==> config.mk <==
export PLATFORM = sky130hd
export DESIGN_NAME = conv_win_cntrl
export DESIGN_NICKNAME = d
export VERILOG_FILES = /design/src/rtl/conv_pkg.sv /design/src/rtl/conv_lb_ring.sv /design/src/rtl/conv_win_cntrl.sv
export SDC_FILE = /design/constraint.sdc
export NUM_CORES = 1
export LEC_CHECK = 0
export CORE_MARGIN = 2
export CORE_UTILIZATION = 25
export CTS_CLUSTER_SIZE = 12
export DETAILED_ROUTE_END_ITERATION = 12
export GPL_TIMING_DRIVEN = 0
export MAX_ROUTING_LAYER = met4
export PLACE_DENSITY_LB_ADDON = 0.08
export SETUP_SLACK_MARGIN = 0.5
export SYNTH_ARGS = -nofsm -noshare
export SYNTH_HDL_FRONTEND = slang
export SYNTH_SLANG_ARGS = --single-unit
==> constraint.sdc <==
create_clock -name clk -period 2.2 [get_ports clk]
set_input_delay 0.44 -clock clk [delete_from_list [all_inputs] [get_ports clk]]
set_output_delay 0.44 -clock clk [all_outputs]
set_load 0.01 [all_outputs]
==> src/rtl/conv_pkg.sv <==
// Shared constants and types for the convolution window controller.
// Latency: n/a (declarations only).
// Backpressure: n/a.
package conv_pkg;

  localparam int CONV_K_DEF       = 5;
  localparam int CONV_PIXEL_W_DEF = 8;
  localparam int CONV_MAX_W_DEF   = 1920;
  localparam int CONV_MAX_H_DEF   = 1080;
  localparam int CONV_COL_W_DEF   = $clog2(CONV_MAX_W_DEF);

  typedef logic [CONV_PIXEL_W_DEF-1:0] pixel_t;

  // Bit offsets of the fields inside pos_o. The row field sits directly above
  // the column field, so its LSB moves with COL_W; the default-width value is
  // listed for reference.
  typedef enum int {
    POS_LAST_COL_BIT  = 0,
    POS_FIRST_COL_BIT = 1,
    POS_COL_LSB       = 2,
    POS_ROW_LSB_DEF   = 2 + CONV_COL_W_DEF
  } conv_win_pos_field_e;

endpackage

==> src/rtl/conv_lb_ring.sv <==
// Line-buffer ring: one-hot write pointer plus a mask of lines already resident.
// Latency: we_o/re_o reflect the input beat one cycle later (registered).
// Backpressure: none; every valid beat is consumed.
module conv_lb_ring
  import conv_pkg::*;
#(
  parameter int K = CONV_K_DEF
) (
  input  logic         clk,
  input  logic         arst_n,
  input  logic         vld_i,
  input  logic         sof_i,
  input  logic         eol_i,
  output logic [K-1:0] we_o,
  output logic [K-1:0] re_o
);

  logic [K-1:0] wr_ptr_q, wr_ptr_d;
  logic [K-1:0] fill_q, fill_d;
  logic [K-1:0] we_q, we_d;
  logic [K-1:0] re_q, re_d;
  logic [K-1:0] beat_ptr, beat_fill, next_ptr;

  // Pointer/fill update: sof restarts the ring, eol retires the current line
  // and frees the buffer the pointer is about to overwrite.
  always_comb begin
    beat_ptr  = sof_i ? K'(1) : wr_ptr_q;
    beat_fill = sof_i ? '0 : fill_q;
    next_ptr  = {beat_ptr[K-2:0], beat_ptr[K-1]};
    wr_ptr_d  = wr_ptr_q;
    fill_d    = fill_q;
    we_d      = '0;
    re_d      = '0;
    if (vld_i) begin
      we_d = beat_ptr;
      re_d = beat_fill & ~beat_ptr;
      if (eol_i) begin
        wr_ptr_d = next_ptr;
        fill_d   = (beat_fill | beat_ptr) & ~next_ptr;
      end else begin
        wr_ptr_d = beat_ptr;
        fill_d   = beat_fill;
      end
    end
  end

  // Ring state and registered enables.
  always_ff @(posedge clk or negedge arst_n) begin
    if (!arst_n) begin
      wr_ptr_q <= K'(1);
      fill_q   <= '0;
      we_q     <= '0;
      re_q     <= '0;
    end else begin
      wr_ptr_q <= wr_ptr_d;
      fill_q   <= fill_d;
      we_q     <= we_d;
      re_q     <= re_d;
    end
  end

  assign we_o = we_q;
  assign re_o = re_q;

endmodule

==> src/rtl/conv_win_cntrl.sv <==
// KxK window controller: tracks row/col of a raster stream, drives LB enables.
// Latency: all outputs reflect the input beat of cycle N in cycle N+1.
// Backpressure: none. Optional line-length check: CONV_WIN_CNTRL_LINE_CHECK_EN.
module conv_win_cntrl
  import conv_pkg::*;
#(
  parameter  int K       = CONV_K_DEF,
  parameter  int PIXEL_W = CONV_PIXEL_W_DEF,
  parameter  int MAX_W   = CONV_MAX_W_DEF,
  parameter  int MAX_H   = CONV_MAX_H_DEF,
  localparam int COL_W   = $clog2(MAX_W),
  localparam int ROW_W   = $clog2(MAX_H),
  localparam int POS_W   = ROW_W + COL_W + 2
) (
  input  logic               clk,
  input  logic               arst_n,
  input  logic               intf_vld_i,
  input  logic               intf_sof_i,
  input  logic               intf_eol_i,
  input  logic [PIXEL_W-1:0] intf_dat_i,
  output logic               pos_vld_o,
  output logic [POS_W-1:0]   pos_o,
  output logic               lbx_nl_o,
  output logic [K-1:0]       lbx_we_o,
  output logic [K-1:0]       lbx_re_o,
  output logic [PIXEL_W-1:0] lb0_dat_o,
  output logic               err_o
);

  localparam int               ROW_LSB = POS_COL_LSB + COL_W;
  localparam logic [COL_W-1:0] COL_MAX = COL_W'(MAX_W - 1);
  localparam logic [ROW_W-1:0] ROW_MAX = ROW_W'(MAX_H - 1);
  localparam logic [COL_W-1:0] COL_WIN = COL_W'(K - 1);
  localparam logic [ROW_W-1:0] ROW_WIN = ROW_W'(K - 1);

  logic [COL_W-1:0] col_q, col_d, beat_col;
  logic [ROW_W-1:0] row_q, row_d, beat_row;
  logic [POS_W-1:0] pos_q, pos_d;
  logic             pos_vld_q, pos_vld_d;
  logic             nl_q, nl_d;

  // Coordinates of the current beat; sof pins it to (0,0) whatever came before.
  always_comb begin
    beat_col = intf_sof_i ? '0 : col_q;
    beat_row = intf_sof_i ? '0 : row_q;
  end

  // Counter advance and window-position beat; both counters saturate.
  always_comb begin
    col_d     = col_q;
    row_d     = row_q;
    pos_d     = pos_q;
    pos_vld_d = 1'b0;
    nl_d      = 1'b0;
    if (intf_vld_i) begin
      if (intf_eol_i)              col_d = '0;
      else if (beat_col != COL_MAX) col_d = beat_col + 1'b1;
      else                         col_d = beat_col;
      if (intf_eol_i && (beat_row != ROW_MAX)) row_d = beat_row + 1'b1;
      else                                     row_d = beat_row;
      pos_vld_d                       = (beat_row >= ROW_WIN) && (beat_col >= COL_WIN);
      nl_d                            = intf_eol_i;
      pos_d[POS_LAST_COL_BIT]         = intf_eol_i;
      pos_d[POS_FIRST_COL_BIT]        = (beat_col == COL_WIN);
      pos_d[POS_COL_LSB +: COL_W]     = beat_col;
      pos_d[ROW_LSB +: ROW_W]         = beat_row;
    end
  end

  // Position counters and registered window outputs.
  always_ff @(posedge clk or negedge arst_n) begin
    if (!arst_n) begin
      col_q     <= '0;
      row_q     <= '0;
      pos_q     <= '0;
      pos_vld_q <= 1'b0;
      nl_q      <= 1'b0;
    end else begin
      col_q     <= col_d;
      row_q     <= row_d;
      pos_q     <= pos_d;
      pos_vld_q <= pos_vld_d;
      nl_q      <= nl_d;
    end
  end

  assign pos_vld_o = pos_vld_q;
  assign pos_o     = pos_q;
  assign lbx_nl_o  = nl_q;

  conv_lb_ring #(.K(K)) u_lb_ring (
    .clk    (clk),
    .arst_n (arst_n),
    .vld_i  (intf_vld_i),
    .sof_i  (intf_sof_i),
    .eol_i  (intf_eol_i),
    .we_o   (lbx_we_o),
    .re_o   (lbx_re_o)
  );

  generate
    if (PIXEL_W == CONV_PIXEL_W_DEF) begin : g_dat_pix
      pixel_t lb0_dat_q, lb0_dat_d;
      // Capture pixel on valid beats, hold across idle cycles.
      always_comb lb0_dat_d = intf_vld_i ? intf_dat_i : lb0_dat_q;
      // Write-data register.
      always_ff @(posedge clk or negedge arst_n) begin
        if (!arst_n) lb0_dat_q <= '0;
        else         lb0_dat_q <= lb0_dat_d;
      end
      assign lb0_dat_o = lb0_dat_q;
    end else begin : g_dat_gen
      logic [PIXEL_W-1:0] lb0_dat_q, lb0_dat_d;
      // Capture pixel on valid beats, hold across idle cycles.
      always_comb lb0_dat_d = intf_vld_i ? intf_dat_i : lb0_dat_q;
      // Write-data register.
      always_ff @(posedge clk or negedge arst_n) begin
        if (!arst_n) lb0_dat_q <= '0;
        else         lb0_dat_q <= lb0_dat_d;
      end
      assign lb0_dat_o = lb0_dat_q;
    end
  endgenerate

`ifdef CONV_WIN_CNTRL_LINE_CHECK_EN
  logic [COL_W:0] width_q, width_d, beat_len;
  logic           err_q, err_d;

  // Row 0 sets the reference width; later lines must match it, and a line
  // running past the column limit is always an error. sof starts afresh.
  always_comb begin
    width_d  = width_q;
    err_d    = err_q;
    beat_len = {1'b0, beat_col} + 1'b1;
    if (intf_vld_i) begin
      if (intf_sof_i) err_d = 1'b0;
      if (intf_eol_i) begin
        if (beat_row == '0)          width_d = beat_len;
        else if (beat_len != width_q) err_d   = 1'b1;
      end else if (beat_col == COL_MAX) begin
        err_d = 1'b1;
      end
    end
  end

  // Reference width and sticky error flag.
  always_ff @(posedge clk or negedge arst_n) begin
    if (!arst_n) begin
      width_q <= '0;
      err_q   <= 1'b0;
    end else begin
      width_q <= width_d;
      err_q   <= err_d;
    end
  end

  assign err_o = err_q;
`else
  assign err_o = 1'b0;
`endif

endmodule

-- Word-level counts from Yosys, hierarchy flattened
Cells that the tools add are included.
- register bits: 76
- add/subtract/negate cells: 2
- order comparisons: 2
- eq/ne operators: 3
- muxes and demuxes: 13
- bitwise operators: 5
- reduce and logical (&&, ||, !) cells: 2
- operators by type and width (operator ; count):
    two-way mux 11 bit ; 5
    two-way mux 5 bit ; 6
    adder 11 x 1 -> 11 bit (second input constant) ; 2
    >= comparator 11 x 3 -> 1 bit (second input constant) ; 2
    inequality test 11 bit (second input constant) ; 2
    == test 11 x 3 -> 1 bit (second input constant) ; 1
    AND 5 bit ; 2
    inverter 5 bit ; 2
    OR 5 bit ; 1
    logical AND 1 bit ; 2
    two-way mux 1 bit ; 2

-- Depth between registers and ports, before layout
- word-level depth: 4
- mapped depth: 9
- mapped depth without buffers: 8

-- Cells and area by module
From an unflattened synthesis, not the netlist that was laid out.
- cells, all modules: 349
- area, all modules: 3667.3 µm²
- modules (own cells, without submodules) (module ; times used ; cells an instance ; area each (µm²) ; seq. area each (µm²)):
    conv_win_cntrl ; 1 ; 281 ; 2824.0 ; 1401.3
    conv_lb_ring ; 1 ; 68 ; 843.3 ; 501.7

-- Worst setup path before layout
OpenSTA, ideal clock, no wires.
- path type: input port to flip-flop
- from: in intf_sof_i
- to: reg col_q[1]
- arrival: 1.909 ns
- data required time: 2.133 ns
- slack: 0.224 ns
- cell stages on the path: 9
- path buffers: 1
- path through: clkbuf_1 -> inv_1 -> nand2_1 -> inv_1 -> ha_1 -> nand3_1 -> or2_2 -> o31ai_1 -> a32o_1
- word-level cells in the longest chain between the ends: 4
- elaborated cells between the ends (all ways): 5
- classes of those cells: add/sub: 1; eq/ne: 1; mux: 3
- ends and longest elaborated chain (item ; RTL line ; RTL):
    from (decl) ; conv_win_cntrl.sv:18 ; input logic intf_sof_i,
    two-way mux 11 bit (*) ; conv_win_cntrl.sv:44 ; beat_col = intf_sof_i ? '0 : col_q;
    net beat_col[1] ; conv_win_cntrl.sv:36 ; logic [COL_W-1:0] col_q, col_d, beat_col;
    adder 11 x 1 -> 11 bit or inequality test 11 bit (tied branches) ; conv_win_cntrl.sv:57 ; else if (beat_col != COL_MAX) col_d = beat_col + 1'b1;
    two-way mux 11 bit (*) ; conv_win_cntrl.sv:57 ;
    two-way mux 11 bit (*) ; conv_win_cntrl.sv:56 ; if (intf_eol_i) col_d = '0;
    to (signal assigned) ; conv_win_cntrl.sv:79 ; col_q <= col_d;
    to (decl) ; conv_win_cntrl.sv:36 ;
Mark *: on every way through the listed nets, which the timed path passes. The rest lies on a longest branch.
A chain may end at the register's enable or synchronous reset.

-- Final worst setup path
- from: reg row_q[8]
- to: reg row_q[3]
- word-level cells in the longest chain between the ends: 4
- ends and longest elaborated chain (item ; RTL line ; RTL):
    from (decl) ; conv_win_cntrl.sv:37 ; logic [ROW_W-1:0] row_q, row_d, beat_row;
    from (signal assigned) ; conv_win_cntrl.sv:80 ; row_q <= row_d;
    two-way mux 11 bit ; conv_win_cntrl.sv:45 ; beat_row = intf_sof_i ? '0 : row_q;
    inequality test 11 bit ; conv_win_cntrl.sv:59 ; if (intf_eol_i && (beat_row != ROW_MAX)) row_d = beat_row + 1'b1;
    logical AND 1 bit ; conv_win_cntrl.sv:59 ;
    two-way mux 11 bit ; conv_win_cntrl.sv:59 ;
Every way passes these cells.

==> impl_results.md <==
* Insertion delay to the later sink of the worst-skew pair at approximately 340 ps
* Wire per inst at 16.9 microns
* Largest net degree at the start of global routing at between 50 and 60
* Cell Count, Final, Fillers Out at 587
* Io pins at 58
* CTS Buffer Depth at 2
* Startpoint class of the critical path: flip-flop
* Count of flip-flops with a built-in enable after synthesis at 0
* Clock Tree Root: clkbuf_16
* Crit path time final at approximately 1700 ps
* Post-Syn Nets at roughly 340
* Synth Flop Type: dfrtp_1
* Final setup fails at 0
* TritonCTS Buffers at 9
* Drt pass-1 iters at 4
* MaxCap Viol Count at 0
* Share of layout cells above drive strength 1 at 0.224
* Critical path fanouts, max at 2
* Nets at about 420
* Initial core utilization at 0.258
* Worst-Margin Slew at between 600 and 700 ps
* Pwr/cell area at about 710 nW/um^2
* Tcrit/Tclk final at 0.761
* Most common library cells after synthesis: dfrtp_1 (75), nand2_1 (35), inv_1 (21)
* Pre-CTS WS at -547 ps
* Critical path arrival at between 1500 and 2000 ps
* Ant. Diodes at 0
* Yosys warns at 0
* Largest cells by area after synthesis: dfrtp_1 (54%), mux2_2 (4.9%), nand2_1 (3.8%), inv_1 (2.3%), xnor2_1 (2.3%)
* Global-route wire length before repair at about 16 mm
* Final worst clock skew at 11.5 ps
* Synth unique cells at between 50 and 60
* Vias at 2783
* Hold-fix buffers, CTS at 0
* Post-DRT Antenna Nets at 0
* Chip Height at 122 microns
* Via-per-instance ratio at 4.74
* DRC at 0
* Post-Syn Area at approximately 3500 sq um
* CP Capture Type: flip-flop
* CTS tree: done
* Placed Instances at about 560
* VDD IR max at 327 uV
* Register area share after synthesis at 0.550
* Via count of the first global-routing pass at 2885
* Clk slew on worst S/H paths at 60 ps
* Die W at approximately 120 microns
* Yosys reg bits at 76
* Core Box Area at around 13000 sq um
* Total grt overflow at 0
* Antenna violations before repair at 0
* Top-count cell post-synth: dfrtp_1
* Detailed Route WL at a little under 10 mm
* Mapped Cells at roughly 330
* Rows at 42
* RSZ-0062 raised after global routing: true
* Detailed placement HPWL at roughly 6.7 mm
* Worst endpoint required time at around 2400 ps
* Critical path class: reg -> reg
* Asr flop ratio synth at 1.00
* CTS sink cnt at 76
* Max-slew violations at 0
* Syn Area/Cell at approximately 11 sq um
* Status: finished, final reports clean
* Routability congestion estimate at around 0.8
* Fillcell total at between 1000 and 1500
* Biggest area consumer among synthesized cells: dfrtp_1
* FMAX at 597 MHz
* Setup WS post-layout at about 520 ps
* Total die area at around 15000 sq um
* Final Hold Violating Endpoints at 0
* Pleak at around 0.0023 uW
* Slew Limit Headroom at 0.562
* Total GRT Usage at 0.149
* Starting DRC count in detailed routing at 141
* # port buffers at 55
* Worst Hold Class: in -> async
* Area grow syn2layout at 42.0%
* Yosys top cell area share at 0.542
* H-tree levels at 3
[logic make-up after synthesis]
| group | count (synthesis) | synth area share |
|---|---|---|
| other | 1 | 0.00108 |
| flip-flops | 76 | 0.550 |
| AO/OA/AOI/OAI | 75 | 0.161 |
| adder cells (fa/ha/maj) | 4 | 0.0145 |
| buffers and inverters | 37 | 0.0412 |
| multiplexers | 15 | 0.0488 |
| AND/OR/NAND/NOR | 109 | 0.161 |
| XOR/XNOR | 9 | 0.0228 |
[stage by stage]
stage                      util  total power (uW)  cell area, sq um  setup TNS [ps]  hold slack, ps
final                     0.367              3470              4910               0            14.1
after CTS                 0.354              3520              4740               0            16.1
after global routing      0.367              3640              4910               0            21.6
after global placement    0.323              1980              4320         -187100             465
after floorplan               -              1780              3550               0             144
after detailed placement  0.324              1980              4350          -10990             386
[what timing repair did]
item | in CTS | in global routing
buffers inserted | 6 | 7
gates resized for setup | 31 | 36
pin swaps | 5 | 5
setup endpoints to repair | 56 | 44
[worst max-delay path, stage by stage (launching register included)]
cell and delay (ps):
dfrtp_2 400, or4_4 570, o41ai_4 250, buf_4 180, nor3_2 40, xnor2_1 110
[flip-flops by register name (all words and copies together) (netlist names)]
| signal | flops |
|---|---|
| pos_o | 24 |
| col_q | 11 |
| row_q | 11 |
| lb0_dat_o | 8 |
| u_lb_ring.fill_q | 5 |
| u_lb_ring.re_o | 5 |
| u_lb_ring.we_o | 5 |
| u_lb_ring.wr_ptr_q | 5 |
| lbx_nl_o | 1 |
| pos_vld_o | 1 |
[report_power, final]
group	internal, uW	leakage (uW)	switching [uW]	total [uW]
Clock	908	0.000139	581	1490
Sequential	1480	0.00102	55.8	1540
Combinational	209	0.00119	236	445
[final cells by class]
class | instances | area (sq um) | share of cell area
Tap cell | 176 | 220 | 0.0448
Inverter | 22 | 95.1 | 0.0194
Multi-Input combinational cell | 213 | 1590 | 0.323
Clock buffer | 12 | 246 | 0.0502
Buffer | 15 | 98.8 | 0.0201
Timing Repair Buffer | 69 | 713 | 0.145
Sequential cell | 76 | 1900 | 0.388
Clock inverter | 4 | 50.0 | 0.0102
[layout by cell type, fill, tap and decap left out, drive strengths merged, types with 3 or more instances in the layout]
master and n:
o2bb2ai 5, and3 7, xnor2 9, nand2 35, o22ai 6, dlygate4sd2 5
buf 20, nor2b 12, nor3 7, ha 4, a221oi 3, a32oi 3
a21oi 10, mux2 15, clkdlybuf4s50 30, clkbuf 23, o21ai 11, inv 22
dfrtp 75, nor4 7, a31oi 3, nor2 13, a31o 7, a22o 4
nand3 13, o31ai 9, dlymetal6s2s 18
[routing by layer]
layer	part of all wire	global-route usage
met5	0	-
met4	0.011	0.0453
met3	0.045	0.0449
met2	0.46	0.214
met1	0.49	0.204
[path summary, 6_finish.rpt]
| kind | cells after the start | end | slack, ps | from |
|---|---|---|---|---|
| worst min-delay path | 1 | pos_o[19] | 10 | arst_n |
| worst max-delay path | 5 | row_q[3] | 520 | row_q[8] |
| worst max register to register | 5 | row_q[3] | 520 | row_q[8] |
| min in group clk | 1 | pos_o[0] | 470 | pos_o[0] |
| max in group asynchronous | 2 | u_lb_ring.wr_ptr_q[0] | 1570 | arst_n |
| worst min register to register | 1 | pos_o[0] | 470 | pos_o[0] |
(Power assumes the default switching activity.)
